$ cat src/rtl/pipe_pkg.sv
// pipe_pkg: occupancy states and handshake helper shared by the pipeline register blocks
package pipe_pkg;
  typedef enum logic [1:0] {EMPTY = 2'd0, ONE = 2'd1, TWO = 2'd2} occ_e;
  function automatic logic fire(input logic valid, input logic ready);
    return valid && ready;
  endfunction
endpackage

$ cat src/rtl/pipe_slot.sv
// pipe_slot: W-bit payload register with valid bit; clear beats load, zero wipes payload on clear
module pipe_slot #(
  parameter int W = 32
) (
  input  logic         clk,
  input  logic         rst,
  input  logic         load,
  input  logic         clear,
  input  logic         zero,
  input  logic [W-1:0] d,
  output logic [W-1:0] q,
  output logic         valid
);
  always_ff @(posedge clk) begin
    if (rst) begin
      valid <= 1'b0;
      q <= '0;
    end else if (clear) begin
      valid <= 1'b0;
      if (zero) q <= '0;
    end else if (load) begin
      valid <= 1'b1;
      q <= d;
    end
  end
endmodule

$ cat src/rtl/pipe_stage_reg.sv
// pipe_stage_reg: valid/ready pipeline register with flush and optional 2-entry skid buffer
module pipe_stage_reg
  import pipe_pkg::*;
#(
  parameter int W = 32,
  parameter bit SKID = 1,
  parameter bit CLEAR_ON_FLUSH = 1
) (
  input  logic         clk,
  input  logic         rst,
  input  logic         flush,
  input  logic         in_valid,
  output logic         in_ready,
  input  logic [W-1:0] in_data,
  output logic         out_valid,
  input  logic         out_ready,
  output logic [W-1:0] out_data,
  output logic [1:0]   occupancy
);
  logic in_f, out_f, zero;
  assign in_f = fire(in_valid, in_ready);
  assign out_f = fire(out_valid, out_ready);
  assign zero = flush && CLEAR_ON_FLUSH;
  if (SKID) begin : g_skid
    occ_e st, nxt;
    logic rdy, main_ld, main_clr, skid_ld, skid_clr, from_skid, skid_v;
    logic [W-1:0] skid_q;
    always_ff @(posedge clk) begin
      if (rst || flush) begin
        st <= EMPTY;
        rdy <= 1'b1;
      end else begin
        st <= nxt;
        rdy <= nxt != TWO;
      end
    end
    always_comb begin
      nxt = st;
      main_ld = 1'b0;
      main_clr = flush;
      skid_ld = 1'b0;
      skid_clr = flush;
      from_skid = 1'b0;
      case (st)
        EMPTY: if (in_f) begin
          main_ld = 1'b1;
          nxt = ONE;
        end
        ONE: if (in_f && out_f) main_ld = 1'b1;
          else if (in_f) begin
            skid_ld = 1'b1;
            nxt = TWO;
          end else if (out_f) begin
            main_clr = 1'b1;
            nxt = EMPTY;
          end
        default: if (out_f) begin
          main_ld = 1'b1;
          from_skid = 1'b1;
          skid_clr = 1'b1;
          nxt = ONE;
        end
      endcase
    end
    pipe_slot #(.W(W)) u_main (
      .clk(clk), .rst(rst), .load(main_ld), .clear(main_clr), .zero(zero),
      .d(from_skid ? skid_q : in_data), .q(out_data), .valid(out_valid)
    );
    pipe_slot #(.W(W)) u_skid (
      .clk(clk), .rst(rst), .load(skid_ld), .clear(skid_clr), .zero(zero),
      .d(in_data), .q(skid_q), .valid(skid_v)
    );
    // ready comes straight off a flop so out_ready never reaches upstream combinationally
    assign in_ready = rdy;
    assign occupancy = {1'b0, out_valid} + {1'b0, skid_v};
  end else begin : g_single
    pipe_slot #(.W(W)) u_main (
      .clk(clk), .rst(rst), .load(in_f), .clear(flush || (out_f && !in_f)), .zero(zero),
      .d(in_data), .q(out_data), .valid(out_valid)
    );
    assign in_ready = !out_valid || out_ready;
    assign occupancy = {1'b0, out_valid};
  end
endmodule
$ cat config.mk
export PLATFORM = sky130hd
export DESIGN_NAME = pipe_stage_reg
export DESIGN_NICKNAME = d
export VERILOG_FILES = /design/src/rtl/pipe_pkg.sv /design/src/rtl/pipe_slot.sv /design/src/rtl/pipe_stage_reg.sv
export SDC_FILE = /design/constraint.sdc
export NUM_CORES = 1
export LEC_CHECK = 0
export CAP_MARGIN = 40
export CELL_PAD_IN_SITES_DETAIL_PLACEMENT = 1
export CELL_PAD_IN_SITES_GLOBAL_PLACEMENT = 1
export CORE_UTILIZATION = 35
export CTS_BUF_LIST = sky130_fd_sc_hd__clkbuf_8
export CTS_CLUSTER_DIAMETER = 60
export DETAILED_ROUTE_END_ITERATION = 6
export PLACE_DENSITY = 0.81
export RECOVER_POWER = 100
export SKIP_LAST_GASP = 1
export SLEW_MARGIN = 5
export SYNTH_ARGS = -nofsm -noshare
export SYNTH_HDL_FRONTEND = slang
export SYNTH_SLANG_ARGS = --single-unit
$ cat constraint.sdc
create_clock -name clk -period 1.3 [get_ports clk]
set_input_delay 0.26 -clock clk [delete_from_list [all_inputs] [get_ports clk]]
set_output_delay 0.26 -clock clk [all_outputs]
set_load 0.01 [all_outputs]
==> reports/results.ini <==
[status]
status=finished, violations left
violations=design-rule violations, negative setup slack

[clock_network]
cts_tree=built
cts_hold_buffers=0
numCtsBuffers=9
cts.path.max_buffers=2
clkTransAtPathRegs_ps=90
clk-insertion-delay-late_ps=380
clk_root_buffer_cell=clkbuf_8
cts.sinks=69
htreeDepth=3

[hold_path]
hp-start=in_data[4]
hold_path_depth=3
hold_class=in2reg
whs_endpoint=g_skid.u_skid.q[4]$_SDFFE_PP0P_

[synthesis]
synth_area_leaders=dfxtp_1 (42%), a311oi_2 (14%), a21oi_1 (9.8%), nand2_2 (5.6%), nand3_1 (5.4%)
synth_commonest_cells=dfxtp_1 (69), a21oi_1 (64), nand2_1 (37), nand3_1 (35), o21ai_0 (33)
yosysTopAreaCellShare_pct=42.48
synth_seq_cells=69
synthDistinctLibCells=30
synth.avg_cell_area_um2=9.083
yosys.area.top_type=dfxtp_1
synthesis.nets=396
yosys_warnings=0
synth-seq-area-share_pct=42.48
netlist_area_mm2=0.003252
ys.flop_type=dfxtp_1
syn_inst=358
yosysMostFrequentCell=dfxtp_1
synth_edf_count=0
synth_async_sr_flop_share_pct=0

[sta]
rsz0062_at_grt=true
finalSetupViolations=74
whs_ps=488.3
setup_ws_ps=-180.3
final_hold_viol_count=0
report.final.slew_viol_count=0
tns_ps=-5853
timing.final.crit_share_pct=113.9
fin_skew_ps=10.34
max-slew-margin-rel_pct=77.21
fmax_mhz=675.5
period_needed_ps=1480
worstMarginPinSlew_ps=338.3

[global_routing]
grtUsageMet2_pct=53.09
globalRoute.busiestLayer=met2
grt-ovfl-total=0
first_global_vias=3813
met1_usage_pct=34.35
grt_max_degree=42
track_usage_pct=30.79
grt_first_pass_wirelength_um=22150
antenna_found_initial=0
grtUsageMet3_pct=5.870

[power_and_ir_drop]
powerDensity_mw_per_mm2=1055
total_power_w=0.005540
p_leak_nw=1.911
ir_worst_vdd_mv=0.5732

[routing]
drt_iter0_drc=261
wire_per_inst_um=29.41
drtPass1Iterations=7
ant_nets=0
drc_errors=6
vias=3598
totalWireLength_um=16530
routed_via_density=6.402

[critical_path]
r2r_slack_ps=-180
crit_type=reg2reg
cp.required_ps=1580
startpoint_type=flip-flop
r2r-start=g_skid.u_main.valid$_SDFFE_PP0P_
timing.rr.end=g_skid.u_main.q[10]$_SDFFE_PP0P_
end_kind=flip-flop
r2r.worst_path.cells=6
crit_fanout=8
arrival_ps=1760
cp-startpoint=g_skid.u_main.valid$_SDFFE_PP0P_

[floorplanning]
coreArea_mm2=0.008848
fp.dieW_um=98.39
die-area_mm2=0.009681
start_util_pct=36.75
io_pins=73
die_y_um=98.39
rows=34

[placement]
post-place-cells=523
gp_congestion=0.7551
place_ws_ps=-492.5
portBuffers=72
place_hpwl_um=6523

[finish]
nets=487
area_growth_pct=61.52
layout-drive-gt1-share_pct=46.92
layout.cells.non_filler=562
insertedDiodeCount=0

[job]
max_cap_viol_count=0

worst max path at each step:
stage,endpoint,cells after the start
finish,g_skid.u_main.q[10]$_SDFFE_PP0P_,6
floorplan,g_skid.u_main.q[10]$_SDFFE_PP0P_,6
global route,g_skid.u_main.q[10]$_SDFFE_PP0P_,6
detailed placement,g_skid.u_main.q[30]$_SDFFE_PP0P_,5
CTS,occupancy[0],2
global placement,g_skid.u_main.q[9]$_SDFFE_PP0P_,5
sequential cells by signal (all words and copies together) (netlist names):
| register | flops |
|---|---|
| g_skid.u_main.valid | 1 |
| g_skid.u_skid.q | 32 |
| g_skid.st | 2 |
| in_ready | 1 |
| g_skid.u_main.q | 32 |
| g_skid.u_skid.valid | 1 |
metrics by stage:
stage          util (%)  cell area (µm²)
6_report          59.36             5253
5_1_grt           59.36             5253
4_1_cts           55.42             4903
3_5_place_dp      47.36             4190
3_3_place_gp      47.36             4190
2_1_floorplan         -             3253
cell families (layout without fill, tap and decap cells):
kind of cell,after synthesis,count (layout),share of synthesized area (%)
DFF,69,69,42.48
buffers and inverters,40,136,8.080
AOI/OAI and AO/OA,139,139,32.21
adders and majority gates,1,1,0.3847
and+or+nand+nor,107,107,16.24
muxes,2,2,0.6156
final cells by class:
class                      instances  area [µm²]
clock buffer                       9       123.9
clock inverter                     7       115.1
fill                             941        3596
inverter                           1       3.754
multi-input combinational        249        2078
sequential                        69        1391
tap                              108       135.1
timing repair buffer             119        1405
metal layers:
metal / up-vias / routed length, µm
met2: 203 / 8287
li1: 1486 / -
met3: 68 / 1125
met4: 0 / 846
met5: - / 0
met1: 1841 / 6266
power by group:
part           switching [W]  internal (W)
Combinational       0.000595      0.000463
Clock               0.000982       0.00127
Sequential         0.0000557       0.00218
Total                0.00163       0.00391
critical path, cell delays in order (launching register included):
cell and delay (ps):
dfxtp_2 330, buf_6 130, buf_4 140, nand3_4 130, clkbuf_16 210, nand2_1 110, a311oi_2 330
cell usage in the layout (no fill, tap or decap), types with 3 or more instances in the layout:
cell type	count
a21oi_1	32
a21oi_2	31
a311oi_2	32
buf_12	14
buf_16	5
buf_2	4
buf_4	10
buf_6	10
buf_8	3
bufinv_16	3
clkbuf_16	3
clkbuf_8	9
clkdlybuf4s15_1	6
clkdlybuf4s50_1	34
dfxtp_1	63
dfxtp_2	5
dlygate4sd2_1	29
nand2_1	32
nand2_2	30
nand2_4	4
nand3_1	12
nand3_2	11
nand3_4	12
o21ai_1	22
o21ai_2	9
what timing repair did:
item / CTS / global route
gates cloned: 12 / 4
endpoints found under the setup margin: 101 / 76
pin swaps: 4 / 51
resized for setup: 100 / 116
setup buffers: 9 / 6
Note: power is estimated with default switching activity, not from simulation.
